==> src/rtl/mix_phase_ctrl.sv <==
// Receive-mixer phase-word controller: staged writes, pairwise commit, settle gating.
// Define FREQ_READBACK_EN to add the rd_addr/rd_data register readback port.
module mix_phase_ctrl #(
    parameter int NRX    = 4,
    parameter int SETTLE = 1024
) (
    input  logic              clk,
    input  logic              rst,
    input  logic              cmd_valid,
    output logic              cmd_ready,
    input  logic [5:0]        cmd_addr,
    input  logic [31:0]       cmd_data,
    output logic [32*NRX-1:0] phi,
    output logic [NRX-1:0]    rx_valid,
`ifdef FREQ_READBACK_EN
    input  logic [5:0]        rd_addr,
    output logic [31:0]       rd_data,
`endif
    output logic              busy
);

    localparam int NP = NRX / 2;
    localparam int PW = (NP > 1) ? $clog2(NP) : 1;
    localparam int CW = $clog2(SETTLE);
    localparam logic [PW-1:0] LASTP = PW'(NP - 1);
    localparam logic [CW-1:0] CNT0  = CW'(SETTLE - 1);
    localparam logic [4:0]    NRX5  = 5'(NRX);

    typedef enum logic [1:0] {
        S_IDLE   = 2'd0,
        S_COMMIT = 2'd1,
        S_SETTLE = 2'd2
    } state_t;

    state_t         r_state, w_state_nx;
    logic [PW-1:0]  r_p, w_p_nx;
    logic [CW-1:0]  r_cnt, w_cnt_nx;
    logic [NRX-1:0] r_mask, r_pend, r_rxv;
    logic [4:0]     r_nrx, w_nrx;
    logic           r_busy;
    logic [31:0]    r_stage [NRX];
    logic [31:0]    r_phi   [NRX];
    logic           w_acc, w_commit;

    assign cmd_ready = (r_state != S_COMMIT);
    assign w_acc     = cmd_valid & cmd_ready;
    assign w_commit  = w_acc & (cmd_addr == 6'h3F) & (|cmd_data[NRX-1:0]);

    always_comb begin
        w_nrx = cmd_data[4:0];
        if (cmd_data[4:0] == 5'd0)
            w_nrx = 5'd1;
        else if (cmd_data[4:0] > NRX5)
            w_nrx = NRX5;
    end

    always_ff @(posedge clk or posedge rst) begin
        if (rst) begin
            r_state <= S_SETTLE;
            r_p     <= '0;
            r_cnt   <= CNT0;
        end else begin
            r_state <= w_state_nx;
            r_p     <= w_p_nx;
            r_cnt   <= w_cnt_nx;
        end
    end

    // A commit arriving during settle restarts the whole sequence.
    always_comb begin
        w_state_nx = r_state;
        w_p_nx     = r_p;
        w_cnt_nx   = r_cnt;
        case (r_state)
            S_IDLE: begin
                if (w_commit) begin
                    w_state_nx = S_COMMIT;
                    w_p_nx     = '0;
                end
            end
            S_COMMIT: begin
                if (r_p == LASTP) begin
                    w_state_nx = S_SETTLE;
                    w_cnt_nx   = CNT0;
                end else begin
                    w_p_nx = r_p + 1'b1;
                end
            end
            S_SETTLE: begin
                if (w_commit) begin
                    w_state_nx = S_COMMIT;
                    w_p_nx     = '0;
                end else if (r_cnt == '0) begin
                    w_state_nx = S_IDLE;
                end else begin
                    w_cnt_nx = r_cnt - 1'b1;
                end
            end
            default: w_state_nx = S_IDLE;
        endcase
    end

    always_ff @(posedge clk or posedge rst) begin
        if (rst) begin
            for (int n = 0; n < NRX; n++) begin
                r_stage[n] <= '0;
                r_phi[n]   <= '0;
            end
            r_nrx  <= NRX5;
            r_mask <= '0;
            r_pend <= '1;
            r_rxv  <= '0;
            r_busy <= 1'b1;
        end else begin
            for (int n = 0; n < NRX; n++) begin
                if (w_acc && cmd_addr == 6'(n))
                    r_stage[n] <= cmd_data;
                if (r_state == S_COMMIT && r_mask[n] && r_p == PW'(n / 2))
                    r_phi[n] <= r_stage[n];
                r_rxv[n] <= ~r_pend[n] & (5'(n) < r_nrx);
            end
            if (w_acc && cmd_addr == 6'h3E)
                r_nrx <= w_nrx;
            if (w_commit) begin
                r_mask <= cmd_data[NRX-1:0];
                r_pend <= r_pend | cmd_data[NRX-1:0];
            end else if (r_state == S_SETTLE && r_cnt == '0) begin
                r_pend <= '0;
            end
            r_busy <= (r_state != S_IDLE);
        end
    end

    genvar g;
    generate
        for (g = 0; g < NRX; g++) begin : g_phi
            assign phi[32*g +: 32] = r_phi[g];
        end
    endgenerate

    assign rx_valid = r_rxv;
    assign busy     = r_busy;

`ifdef FREQ_READBACK_EN
    logic [31:0] r_rd;

    always_ff @(posedge clk or posedge rst) begin
        if (rst) begin
            r_rd <= '0;
        end else begin
            r_rd <= '0;
            for (int n = 0; n < NRX; n++)
                if (rd_addr == 6'(n))
                    r_rd <= r_phi[n];
            if (rd_addr == 6'h3E)
                r_rd <= 32'(r_nrx);
            if (rd_addr == 6'h3F)
                r_rd <= {r_state, 14'b0, 16'(r_pend)};
        end
    end

    assign rd_data = r_rd;
`endif

endmodule
==> config.mk <==
export PLATFORM = sky130hd
export DESIGN_NAME = mix_phase_ctrl
export DESIGN_NICKNAME = d
export VERILOG_FILES = /design/src/rtl/mix_phase_ctrl.sv
export SDC_FILE = /design/constraint.sdc
export NUM_CORES = 1
export LEC_CHECK = 0
export ABC_CLOCK_PERIOD_IN_PS = 8000
export BUFFER_PORTS_ARGS = -buffer_cell sky130_fd_sc_hd__buf_2
export CAP_MARGIN = 20
export CORE_MARGIN = 10
export CORE_UTILIZATION = 51
export CTS_CLUSTER_DIAMETER = 30
export DETAILED_ROUTE_END_ITERATION = 16
export PLACE_DENSITY = 0.76
export SLEW_MARGIN = 30
export SYNTH_ARGS = -nofsm -noshare
export SYNTH_HDL_FRONTEND = slang
export SYNTH_SLANG_ARGS = --single-unit
==> constraint.sdc <==
create_clock -name clk -period 8 [get_ports clk]
set_input_delay 0 -clock clk [delete_from_list [all_inputs] [get_ports clk]]
set_output_delay 0 -clock clk [all_outputs]
set_load 0.03 [all_outputs]
==> results.txt, run 1 <==
----------------------------------------------------
[Logic synthesis]
  YS warnings ... 0
  Cell area after synthesis ... 0.0109 mm^2
  Primary FF master, synth ... sky130_fd_sc_hd__dfrtp_1
  Post-synthesis cell count ... 698
  Number of distinct library cell variants in the gate-level netlist after synthesis ... 45
  Share of async-settable or async-resettable flops after synthesis ... 100%
  Syn Nets ... 740
  EDFF count, synth ... 0
  Sequential share of the synthesized area ... between 60% and 70%
  Register bit count reported by yosys ... between 200 and 300
  Synthesized area per cell ... roughly 16 um^2

[Worst setup path]
  Data arrival at the endpoint of the critical path ... just under 3000 ps
  Required time at the worst-slack endpoint ... ~8400 ps
  Startpoint type of the worst setup path ... register
  Category of the critical setup timing path ... register to register
  Category of the worst setup path capture point ... register
  Maximum fanout along the worst path ... 32

[Timing]
  Worst rel slew slack ... roughly a third
  Number of endpoints failing setup at the final stage ... 0
  Crit share post-route ... between 30% and 40%
  Setup clock skew after layout ... 21.7 ps
  Unrepaired setup endpoints after global routing ... no
  Highest attainable clock frequency ... between 0.3 and 0.4 GHz
  Fin. max-slew vios ... 0
  Aggregate negative setup slack ... 0 ps
  Worst-margin pin slew ... 985 ps
  Min cycle time layout ... roughly 2500 ps
  Hold violation count in the final report ... 0

[Route]
  Number of iterations in the first detailed-routing pass ... 4
  Detail-routed via count per cell ... 5.30
  Detailed-route wire length per cell ... between 20 and 25 um
  Number of nets still failing antenna checks after routing ... 0
  Via total after detailed routing ... between 6k and 7k
  DRC violation count after routing ... 0
  Routed wire length ... 25.2 mm
  DRC violation total after the first TritonRoute iteration ... a little under 300

[GRT]
  Vias in the first global route ... 7308
  Layer carrying the most global-route usage ... met2
  Initial antenna violation count ... 0
  Maximum number of pins on one net before global-route repair ... ~150
  M3 GR Usage ... approximately 5.6%
  Global-route wire length before repair ... a little over 40 mm
  Global-route usage over all layers ... between 10% and 20%
  GR Util met1 ... between 20 and 25%
  GRT overflow ... 0
  Met2 track demand over resource in global routing ... between 20% and 30%

[Finish]
  Area of combinational cells with multiple inputs ... between 0.003 and 0.004 mm^2
  Commonest cells after routing, fill and taps aside ... sky130_fd_sc_hd__dfrtp_1, sky130_fd_sc_hd__mux2_2, sky130_fd_sc_hd__buf_2
  Layout overhead on the synthesized area ... 29.7%
  FILL cells ... approximately 1.4k
  Most common cell after layout, fill and taps aside ... sky130_fd_sc_hd__dfrtp_1
  Diodes inserted ... 0
  Final cell count without fillers ... 1243
  Share of layout cells above drive strength 1 ... 57.3%
  Footprint of the flip-flops and latches ... ~0.0072 mm^2
  Number of nets in the final layout ... 973

[Clock network]
  Clock Tree Buf Depth ... 3
  Worst skew pair latency ... between 500 and 600 ps
  Quantity of gates resized following cts ... 0
  CTS sink cnt ... roughly 290
  Number of buffers inserted during clock tree synthesis ... 50
  Htree depth ... 2
  CTS tree ... yes
  Cell at the root of the clock tree ... sky130_fd_sc_hd__clkbuf_16
  Clock-pin slew on the worst setup and hold paths ... roughly 50 ps

[Floorplanning]
  Initial core utilization ... roughly 52%
  Ports ... approximately 180
  Die area ... 0.0277 mm^2
  # rows ... 53
  Die width ... 166 um
  Area of the core ... ~0.021 mm^2
  Vert. Die Dim ... around 170 um

[Run status]
  Run status ... complete, no violations

[Pwr]
  Pwr dens ... roughly 290 mW/mm^2
  Pleak ... ~0.0075 uW
  Total power ... around 4100 uW
  Maximum resistive drop on vdd ... between 150 and 200 uV

[Placement]
  Total placed cells including tap cells ... 1118
  Placed wire-length estimate ... 15.6 mm
  Count of buffers inserted at the top-level ports ... 174
  Global placement routability congestion ... ~0.77

[Min path]
  Hold WC Path Type ... input port to register

[Run]
  Max-cap check violation count ... 0

----------------------------------------------------
-- per-stage QoR --
step | instance area, um^2 | utilization, % | setup slack, ps | hold slack, ps
6_report | 14200 | 67.4 | 5500 | 26.2
5_1_grt | 14200 | 67.4 | 5360 | 70.0
3_5_place_dp | 12100 | 57.5 | 5490 | 287
3_3_place_gp | 12100 | 57.4 | 5570 | 287
4_1_cts | 14100 | 67.3 | 5480 | 2.90
2_1_floorplan | 10900 | - | 107 | 105
-- layout make-up --
class	instances	area share (%)
flip-flops and latches	287	50.8
multi-input cells	367	25.2
clock buffers	61	9.55
inverters	10	0.353
repair buffers	215	9.11
clock inverters	28	2.53
well taps	275	2.43
-- path summary, 6_finish.rpt --
kind                                        start                 endpoint  slack [ps]  cells past startpoint
max reg2reg                r_state[1]$_DFFE_PP1P_  r_stage[18]$_DFFE_PP0P_        5500                      6
min reg2reg                 r_pend[1]$_DFFE_PP1P_    r_pend[1]$_DFFE_PP1P_         460                      2
min                                   cmd_addr[2]     r_nrx[2]$_DFFE_PP1P_          30                      4
min in group asynchronous                     rst      phi[19]$_DFFE_PP0P_         170                      3
max                        r_state[1]$_DFFE_PP1P_  r_stage[18]$_DFFE_PP0P_        5500                      6
max in group asynchronous                     rst  r_stage[16]$_DFFE_PP0P_        6460                      4
-- Yosys cell counts, types with 2 or more instances --
master	instances	area (um^2)
sky130_fd_sc_hd__buf_1	17	63.8
sky130_fd_sc_hd__and3_1	2	12.5
sky130_fd_sc_hd__o41ai_1	3	26.3
sky130_fd_sc_hd__nand3_1	3	15.0
sky130_fd_sc_hd__nand2b_1	2	12.5
sky130_fd_sc_hd__dfstp_2	17	447
sky130_fd_sc_hd__o31ai_1	6	45.0
sky130_fd_sc_hd__o31a_1	2	17.5
sky130_fd_sc_hd__and2_1	2	12.5
sky130_fd_sc_hd__or4_1	2	15.0
sky130_fd_sc_hd__mux2_2	256	2880
sky130_fd_sc_hd__clkbuf_1	9	33.8
sky130_fd_sc_hd__or2_2	3	18.8
sky130_fd_sc_hd__nand2_1	32	120
sky130_fd_sc_hd__a21oi_1	9	45.0
sky130_fd_sc_hd__buf_2	6	30.0
sky130_fd_sc_hd__dfrtp_1	270	6760
sky130_fd_sc_hd__buf_6	2	22.5
sky130_fd_sc_hd__nor2_1	6	22.5
sky130_fd_sc_hd__nor4_1	4	25.0
sky130_fd_sc_hd__o21ai_0	7	35.0
sky130_fd_sc_hd__nor2b_1	2	12.5
sky130_fd_sc_hd__inv_1	10	37.5
sky130_fd_sc_hd__nor3_1	5	25.0
-- worst max-delay path: stages (launching register included) --
cell	delay, ps
sky130_fd_sc_hd__dfstp_2	550
sky130_fd_sc_hd__nor2b_1	70
sky130_fd_sc_hd__inv_1	140
sky130_fd_sc_hd__nand3_1	150
sky130_fd_sc_hd__inv_1	110
sky130_fd_sc_hd__nand3_2	750
sky130_fd_sc_hd__mux2_2	580
-- state kept, by name, summed over array words and instances (netlist names) --
| name | count |
|---|---|
| busy | 1 |
| phi | 128 |
| r_cnt | 10 |
| r_mask | 4 |
| r_nrx | 5 |
| r_p | 1 |
| r_pend | 4 |
| r_stage | 128 |
| r_state | 2 |
| rx_valid | 4 |
-- power breakdown --
| group | switching [uW] | total (uW) | internal, uW |
|---|---|---|---|
| Clock | 696 | 2120 | 1430 |
| Sequential | 73.9 | 1670 | 1600 |
| Combinational | 183 | 334 | 152 |
| Total | 953 | 4130 | 3180 |
-- timing repair --
| item | CTS | global route |
|---|---|---|
| buffers inserted | 0 | 0 |
| endpoints found under the hold margin | 283 | 0 |
| hold buffers | 35 | 0 |
| setup endpoints to repair | 0 | 0 |
-- cell families after synthesis --
group | after synthesis | synth area share (%)
flip-flops | 287 | 65.9
multiplexers | 256 | 26.4
AND/OR/NAND/NOR | 71 | 3.31
buffers and inverters | 44 | 1.72
AO/OA/AOI/OAI | 39 | 2.59
adder cells (fa/ha/maj) | 1 | 0.114
-- metal layers --
layer	part of all wire [%]	wire, um
met4	1.5	387
met2	49	12400
met5	0	0
met3	6.7	1690
met1	43	10700
Note: power is estimated with default switching activity, not from simulation.
==> inputs of run 2 (changes only) <==
--- a/config.mk
+++ b/config.mk
@@ -5,7 +5,7 @@
 export SDC_FILE = /design/constraint.sdc
 export NUM_CORES = 1
 export LEC_CHECK = 0
-export ABC_CLOCK_PERIOD_IN_PS = 8000
+export ABC_CLOCK_PERIOD_IN_PS = 2120
 export BUFFER_PORTS_ARGS = -buffer_cell sky130_fd_sc_hd__buf_2
 export CAP_MARGIN = 20
 export CORE_MARGIN = 10
==> constraint.sdc (replaced) <==
create_clock -name clk -period 2.12 [get_ports clk]
set_input_delay 0 -clock clk [delete_from_list [all_inputs] [get_ports clk]]
set_output_delay 0 -clock clk [all_outputs]
set_load 0.03 [all_outputs]
==> run 2 against run 1 <==
Sequential share of layout area fell by 0.96 points. Routed wire length rose by 2.2%. Clock power grew to 3.8 times the previous value. Final area grew 1.9%. Non-clock buffer count grew 22. Fmax grew 23%. Clock-buffer cell count shrank 3. Register-to-register slack got worse by 5400 ps. Clock skew down 1.8 ps. Core utilization is 1.3 points higher. Critical path type unchanged.
==> results.txt, run 2 (synthesis gave the netlist of run 1 again) <==
----------------------------------------------------
[Run status]
  Run status ... complete, no violations

[Timing]
  Highest attainable clock frequency ... 0.490 GHz (+23%)
  Setup clock skew after layout ... 19.9 ps (-1.77 ps)
  Aggregate negative setup slack ... 0 ps (unchanged)
  Worst rel slew slack ... 53.7% (+19 points)
  Fin. max-slew vios ... 0 (unchanged)
  Crit share post-route ... 96.2% (+65 points)
  Unrepaired setup endpoints after global routing ... no
  Min cycle time layout ... 2040 ps (-464 ps)
  Worst-margin pin slew ... 694 ps (-292 ps)
  Hold violation count in the final report ... 0 (unchanged)
  Hold slack final ... 44.2 ps (+17.9 ps)
  Number of endpoints failing setup at the final stage ... 0 (unchanged)

[Floorplanning]
  Ports ... 175 (unchanged)
  Vert. Die Dim ... 166 um (unchanged)
  Area of the core ... 0.0210 mm^2 (unchanged)
  Initial core utilization ... 52.0% (unchanged)
  # rows ... 53 (unchanged)
  Die width ... 166 um (unchanged)
  Die area ... 0.0277 mm^2 (unchanged)

[Worst setup path]
  Slowest stage cell on the critical path ... sky130_fd_sc_hd__dfstp_2
  Maximum fanout along the worst path ... 11 (-66%)
  Category of the critical setup timing path ... register to register
  Startpoint type of the worst setup path ... register
  Worst R2R Path Depth ... 5 (-1)
  Data arrival at the endpoint of the critical path ... 2470 ps (-430 ps)
  Dominant delay contributor by cell family on the critical path ... simple AND/OR/NAND/NOR gates
  Worst path cell trace ... nor2b_1 > or3b_2 > or2_2 > a311oi_1 > a211oi_1
  Required time at the worst-slack endpoint ... 2550 ps (-5840 ps)
  Buffers plus inverters on the worst setup path ... 0 (-2)
  Depth of the critical timing path with buffers and inverters included ... 5 (-1)
  Stage delay of the slowest cell on the critical path ... 560 ps (-190 ps)
  Category of the worst setup path capture point ... register

[Placement]
  Global placement routability congestion ... 0.816 (+6.5%)
  Placed wire-length estimate ... 16.2 mm (+4.0%)
  Count of buffers inserted at the top-level ports ... 174 (unchanged)
  Placed cell areas ... 0.0123 mm^2 (+2.2%)

[GRT]
  Initial antenna violation count ... 0 (unchanged)
  Global-route usage over all layers ... 18.3% (+0.29 points)
  Global-route wire length before repair ... 41.4 mm (+1.1%)
  Vias in the first global route ... 7420 (+1.5%)
  GRT overflow ... 0 (unchanged)
  Maximum number of pins on one net before global-route repair ... 71 (-52%)

[Clock network]
  Number of buffers inserted during clock tree synthesis ... 51 (+2.0%)
  Htree depth ... 2 (unchanged)
  Clock-pin slew on the worst setup and hold paths ... 50 ps (about the same)
  Cell at the root of the clock tree ... sky130_fd_sc_hd__clkbuf_16
  CTS sink cnt ... 287 (unchanged)
  Clock Tree Buf Depth ... 3 (unchanged)
  Worst skew pair latency ... 530 ps (about the same)
  CTS tree ... yes
  Quantity of gates resized following cts ... 0 (unchanged)

[Min path]
  Number of cells on the worst hold path ... 4 (unchanged)
  Hold WC Path Type ... input port to register

[Finish]
  Final std cell area, no fill ... 0.0144 mm^2 (+1.9%)
  Most common cell after layout, fill and taps aside ... sky130_fd_sc_hd__dfrtp_1
  Share of layout cells above drive strength 1 ... 58.8% (+1.5 points)
  End-of-flow core utilization ... 68.7% (+1.3 points)
  Number of nets in the final layout ... 996 (+2.4%)
  Layout overhead on the synthesized area ... 32.2%
  Diodes inserted ... 0 (unchanged)
  Commonest cells after routing, fill and taps aside ... sky130_fd_sc_hd__dfrtp_1, sky130_fd_sc_hd__mux2_2, sky130_fd_sc_hd__buf_2

[Route]
  Number of iterations in the first detailed-routing pass ... 4 (unchanged)
  Detailed-route wire length per cell ... 20.3 um (about the same)
  DRC violation count after routing ... 0 (unchanged)
  Detail-routed via count per cell ... 5.28 (-0.39%)
  Number of nets still failing antenna checks after routing ... 0 (unchanged)
  DRC violation total after the first TritonRoute iteration ... 375 (+26%)
  Via total after detailed routing ... 6706 (+1.8%)
  Routed wire length ... 25.7 mm (+2.2%)

[Pwr]
  Total power ... 15800 uW (+280%)
  Pleak ... 0.00760 uW (+1.9%)
  Maximum resistive drop on vdd ... 804 uV (+310%)
  Pwr dens ... 1100 mW/mm^2 (+280%)

[Run]
  Max-cap check violation count ... 0 (unchanged)

----------------------------------------------------
[run 2: worst register-to-register path, stage by stage (launching register included)]
cell	delay (ps)
sky130_fd_sc_hd__dfstp_2	560
sky130_fd_sc_hd__nor2b_1	80
sky130_fd_sc_hd__or3b_2	540
sky130_fd_sc_hd__or2_2	430
sky130_fd_sc_hd__a311oi_1	260
sky130_fd_sc_hd__a211oi_1	80
[run 2: worst paths after layout]
kind / start / endpoint / slack, ps
min reg2reg: r_pend[1]$_DFFE_PP1P_ / r_pend[1]$_DFFE_PP1P_ / 460
min in group asynchronous: rst / phi[104]$_DFFE_PP0P_ / 150
min: cmd_addr[2] / r_nrx[2]$_DFFE_PP1P_ / 40
max: r_state[1]$_DFFE_PP1P_ / r_cnt[7]$_DFFE_PP1P_ / 80
max in group asynchronous: rst / r_pend[0]$_DFFE_PP1P_ / 1150
max reg2reg: r_state[1]$_DFFE_PP1P_ / r_cnt[7]$_DFFE_PP1P_ / 80
[run 2: area by class of cell]
type | count | area, um^2
timing repair buffer | 237 | 1540
clock inverter | 36 | 407
fill | 1392 | 6580
clock buffer | 58 | 1340
sequential | 287 | 7200
multi-input combinational | 367 | 3560
inverter | 10 | 41.3
tap | 275 | 344
[run 2: stage by stage]
step / instances / setup slack [ps]
2_1_floorplan: 698 / -1670
3_3_place_gp: 1141 / 179
6_report: 1270 / 79.5
4_1_cts: 1270 / 98.5
5_1_grt: 1270 / 18.9
3_5_place_dp: 1141 / 119
[run 2: report_power, final]
| part | internal [uW] | total, uW | switching [uW] | leakage, uW |
|---|---|---|---|---|
| Combinational | 624 | 1340 | 719 | 0.00290 |
| Sequential | 6040 | 6320 | 282 | 0.00386 |
| Clock | 5420 | 8160 | 2750 | 0.000851 |
[run 2: layer usage]
layer,GRT usage (%),wire length [um],up-vias
met2,30.0,12500,181
li1,-,-,3019
met3,6.13,1850,44
met1,22.6,10900,3462
met5,0,0,-
met4,5.50,541,0
[run 2: what timing repair did]
action,4_1_cts,5_1_grt
setup buffers,0,0
hold buffers,35,0
endpoints found under the hold margin,157,0
==> inputs of run 3 (changes only) <==
--- a/config.mk
+++ b/config.mk
@@ -5,14 +5,15 @@
 export SDC_FILE = /design/constraint.sdc
 export NUM_CORES = 1
 export LEC_CHECK = 0
-export ABC_CLOCK_PERIOD_IN_PS = 2120
+export ABC_CLOCK_PERIOD_IN_PS = 2500
 export BUFFER_PORTS_ARGS = -buffer_cell sky130_fd_sc_hd__buf_2
 export CAP_MARGIN = 20
 export CORE_MARGIN = 10
-export CORE_UTILIZATION = 51
+export CORE_UTILIZATION = 60
 export CTS_CLUSTER_DIAMETER = 30
 export DETAILED_ROUTE_END_ITERATION = 16
-export PLACE_DENSITY = 0.76
+export PLACE_DENSITY = 0.84
+export SETUP_SLACK_MARGIN = 0.2
 export SLEW_MARGIN = 30
 export SYNTH_ARGS = -nofsm -noshare
 export SYNTH_HDL_FRONTEND = slang
==> constraint.sdc (replaced) <==
create_clock -name clk -period 2.5 [get_ports clk]
set_input_delay 0 -clock clk [delete_from_list [all_inputs] [get_ports clk]]
set_output_delay 0 -clock clk [all_outputs]
set_load 0.03 [all_outputs]
==> run 3 against run 2 <==
Clock power down 14%. Global-route usage up 5.1 points. Sequential share of layout area up 0.48 points. Highest routed layer unchanged. First-iteration DRC count up 33%. Critical path type unchanged. Combinational power down 13%. Largest cell class unchanged.
==> results.txt, run 3 (synthesis gave the netlist of run 1 again) <==
----------------------------------------------------
[Worst setup path]
  Maximum fanout along the worst path ... 21 (+10)
  Data arrival at the endpoint of the critical path ... 2610 ps (+140 ps)
  Startpoint type of the worst setup path ... register
  Category of the worst setup path capture point ... register
  Category of the critical setup timing path ... register to register
  Worst R2R Path Depth ... 7 (+2)
  Required time at the worst-slack endpoint ... 2910 ps (+360 ps)

[Floorplanning]
  Die width ... 155 um (-6.9%)
  Die area ... 0.0240 mm^2 (-13%)
  # rows ... 49 (-7.5%)
  Area of the core ... 0.0180 mm^2 (-15%)
  Vert. Die Dim ... 155 um (-6.9%)
  Initial core utilization ... 60.8% (+8.9 points)
  Ports ... 175 (unchanged)

[Pwr]
  Pleak ... 0.00755 uW (-0.76%)
  Cell-internal power ... 10300 uW (-14%)
  Sw Ratio ... 23.7% (+0.040 points)
  Maximum resistive drop on vdd ... 841 uV (+4.7%)
  Net switching power ... 3210 uW (-14%)
  Proportion of power drawn by combinational gates ... 8.6% (about the same)
  Share of power burned in registers ... 39.8% (about the same)
  Pwr dens ... 947 mW/mm^2 (-14%)
  Power share of the clock group ... 51.6% (about the same)
  Total power ... 13500 uW (-14%)

[Route]
  Detailed-route wire length per cell ... 23.3 um (+15%)
  Detail-routed via count per cell ... 5.70 (+8.0%)
  Number of iterations in the first detailed-routing pass ... 5 (+1)
  Via total after detailed routing ... 6911 (+3.1%)
  DRC violation count after routing ... 0 (unchanged)
  DRC violation total after the first TritonRoute iteration ... 499 (+33%)
  Number of nets still failing antenna checks after routing ... 0 (unchanged)
  Routed wire length ... 28.2 mm (+9.7%)

[Finish]
  End-of-flow core utilization ... 79.6% (+11 points)
  FILL cells ... 969 (-30%)
  Number of nets in the final layout ... 985 (-1.1%)
  Commonest cells after routing, fill and taps aside ... sky130_fd_sc_hd__dfrtp_1, sky130_fd_sc_hd__mux2_2, sky130_fd_sc_hd__buf_2
  Share of layout cells above drive strength 1 ... 57.9% (-0.85 points)
  Most common cell after layout, fill and taps aside ... sky130_fd_sc_hd__dfrtp_1
  Layout overhead on the synthesized area ... 30.9%

[Run]
  Max-cap check violation count ... 0 (unchanged)

[GRT]
  Global-route usage over all layers ... 23.5% (+5.1 points)
  Global-route wire length before repair ... 44.9 mm (+8.4%)
  Maximum number of pins on one net before global-route repair ... 140 (+97%)
  Vias in the first global route ... 7972 (+7.4%)
  GRT overflow ... 0 (unchanged)
  Initial antenna violation count ... 0 (unchanged)

[Timing]
  Highest attainable clock frequency ... 0.453 GHz (-7.5%)
  Aggregate negative setup slack ... 0 ps (unchanged)
  Unrepaired setup endpoints after global routing ... yes
  Crit share post-route ... 88.2% (-8.0 points)
  Worst rel slew slack ... 47.9% (-5.7 points)
  Hold violation count in the final report ... 0 (unchanged)
  Worst-margin pin slew ... 774 ps (+80.1 ps)
  Number of endpoints failing setup at the final stage ... 0 (unchanged)
  Hold slack final ... 20.0 ps (-24.1 ps)
  Fin. max-slew vios ... 0 (unchanged)
  Setup clock skew after layout ... 19.8 ps (-0.0836 ps)
  Min cycle time layout ... 2210 ps (+166 ps)

[Min path]
  Number of cells on the worst hold path ... 4 (unchanged)
  Hold WC Path Type ... input port to register

[Clock network]
  CTS sink cnt ... 287 (unchanged)
  Worst skew pair latency ... 540 ps (about the same)
  Htree depth ... 2 (unchanged)
  Clock Tree Buf Depth ... 3 (unchanged)
  Cell at the root of the clock tree ... sky130_fd_sc_hd__clkbuf_16
  CTS tree ... yes
  Clock-pin slew on the worst setup and hold paths ... 50 ps (about the same)
  Number of buffers inserted during clock tree synthesis ... 50 (-2.0%)

[Placement]
  Placed wire-length estimate ... 17.4 mm (+7.3%)
  Count of buffers inserted at the top-level ports ... 174 (unchanged)
  Global placement routability congestion ... 0.813 (-0.37%)

[Run status]
  Run status ... complete, no violations

----------------------------------------------------
run 3: cell count changes in the layout (fill, tap and decap cells not counted), sizes merged:
cell | previous run | this run
buf | 202 | 190
clkinvlp | 8 | 5
diode | 0 | 1
clkbuf | 58 | 67
clkinv | 17 | 8
dlygate4sd3 | 35 | 37
run 3: routing by layer:
metal | vias to the layer above | wire (um) | global-route usage (%)
li1 | 2991 | - | -
met2 | 247 | 14800 | 40.8
met5 | - | 0 | 0
met1 | 3600 | 11000 | 27.0
met4 | 0 | 785 | 8.86
met3 | 73 | 1700 | 6.64
run 3: final cells by class:
type                            count  area [um^2]  share of cell area (%)
Clock buffer                       67         1420                    9.90
Sequential cell                   287         7200                    50.3
Tap cell                          229          287                    2.00
Clock inverter                     24          335                    2.34
Timing Repair Buffer              227         1440                    10.0
Multi-Input combinational cell    367         3590                    25.1
Antenna cell                        1         2.50                  0.0175
Inverter                           10         41.3                   0.289
run 3: through the flow:
step	cell area [um^2]	instances	setup WS [ps]
CTS	14300	1210	216
detailed placement	12200	1082	225
floorplan	10900	698	-1290
global placement	12200	1082	399
global route	14300	1211	196
finish	14300	1212	294
run 3: path summary, 6_finish.rpt:
path | start | end | slack (ps)
worst max-delay path | r_state[0]$_DFFE_PP0P_ | r_stage[85]$_DFFE_PP0P_ | 290
worst min-delay path | cmd_addr[4] | r_stage[36]$_DFFE_PP0P_ | 20
worst max register to register | r_state[0]$_DFFE_PP0P_ | r_stage[85]$_DFFE_PP0P_ | 290
worst min register to register | r_pend[1]$_DFFE_PP1P_ | r_pend[1]$_DFFE_PP1P_ | 470
max in group asynchronous | rst | r_stage[20]$_DFFE_PP0P_ | 1640
min in group asynchronous | rst | r_stage[9]$_DFFE_PP0P_ | 190
run 3: worst max-delay path, cell delays in order (launching register included):
cell and delay [ps]:
sky130_fd_sc_hd__dfrtp_1 410, sky130_fd_sc_hd__nor2b_1 300, sky130_fd_sc_hd__inv_1 170, sky130_fd_sc_hd__nand3_1 180
sky130_fd_sc_hd__nor2_1 70, sky130_fd_sc_hd__nand2_2 340, sky130_fd_sc_hd__buf_12 240, sky130_fd_sc_hd__mux2_2 360
run 3: timing repair:
action,CTS,global route
hold endpoints to repair,411,0
hold buffers,37,0
setup buffers,0,1
gates resized for setup,0,5
endpoints found under the setup margin,0,51
run 3: power by group through the flow:
stage,Combinational [uW],Sequential [uW],Clock [uW]
after floorplan,644,5490,0
after global placement,1000,5390,0
after detailed placement,1080,5440,0
after CTS,1150,5380,7060
after global routing,1260,5430,7320
final,1160,5400,6990
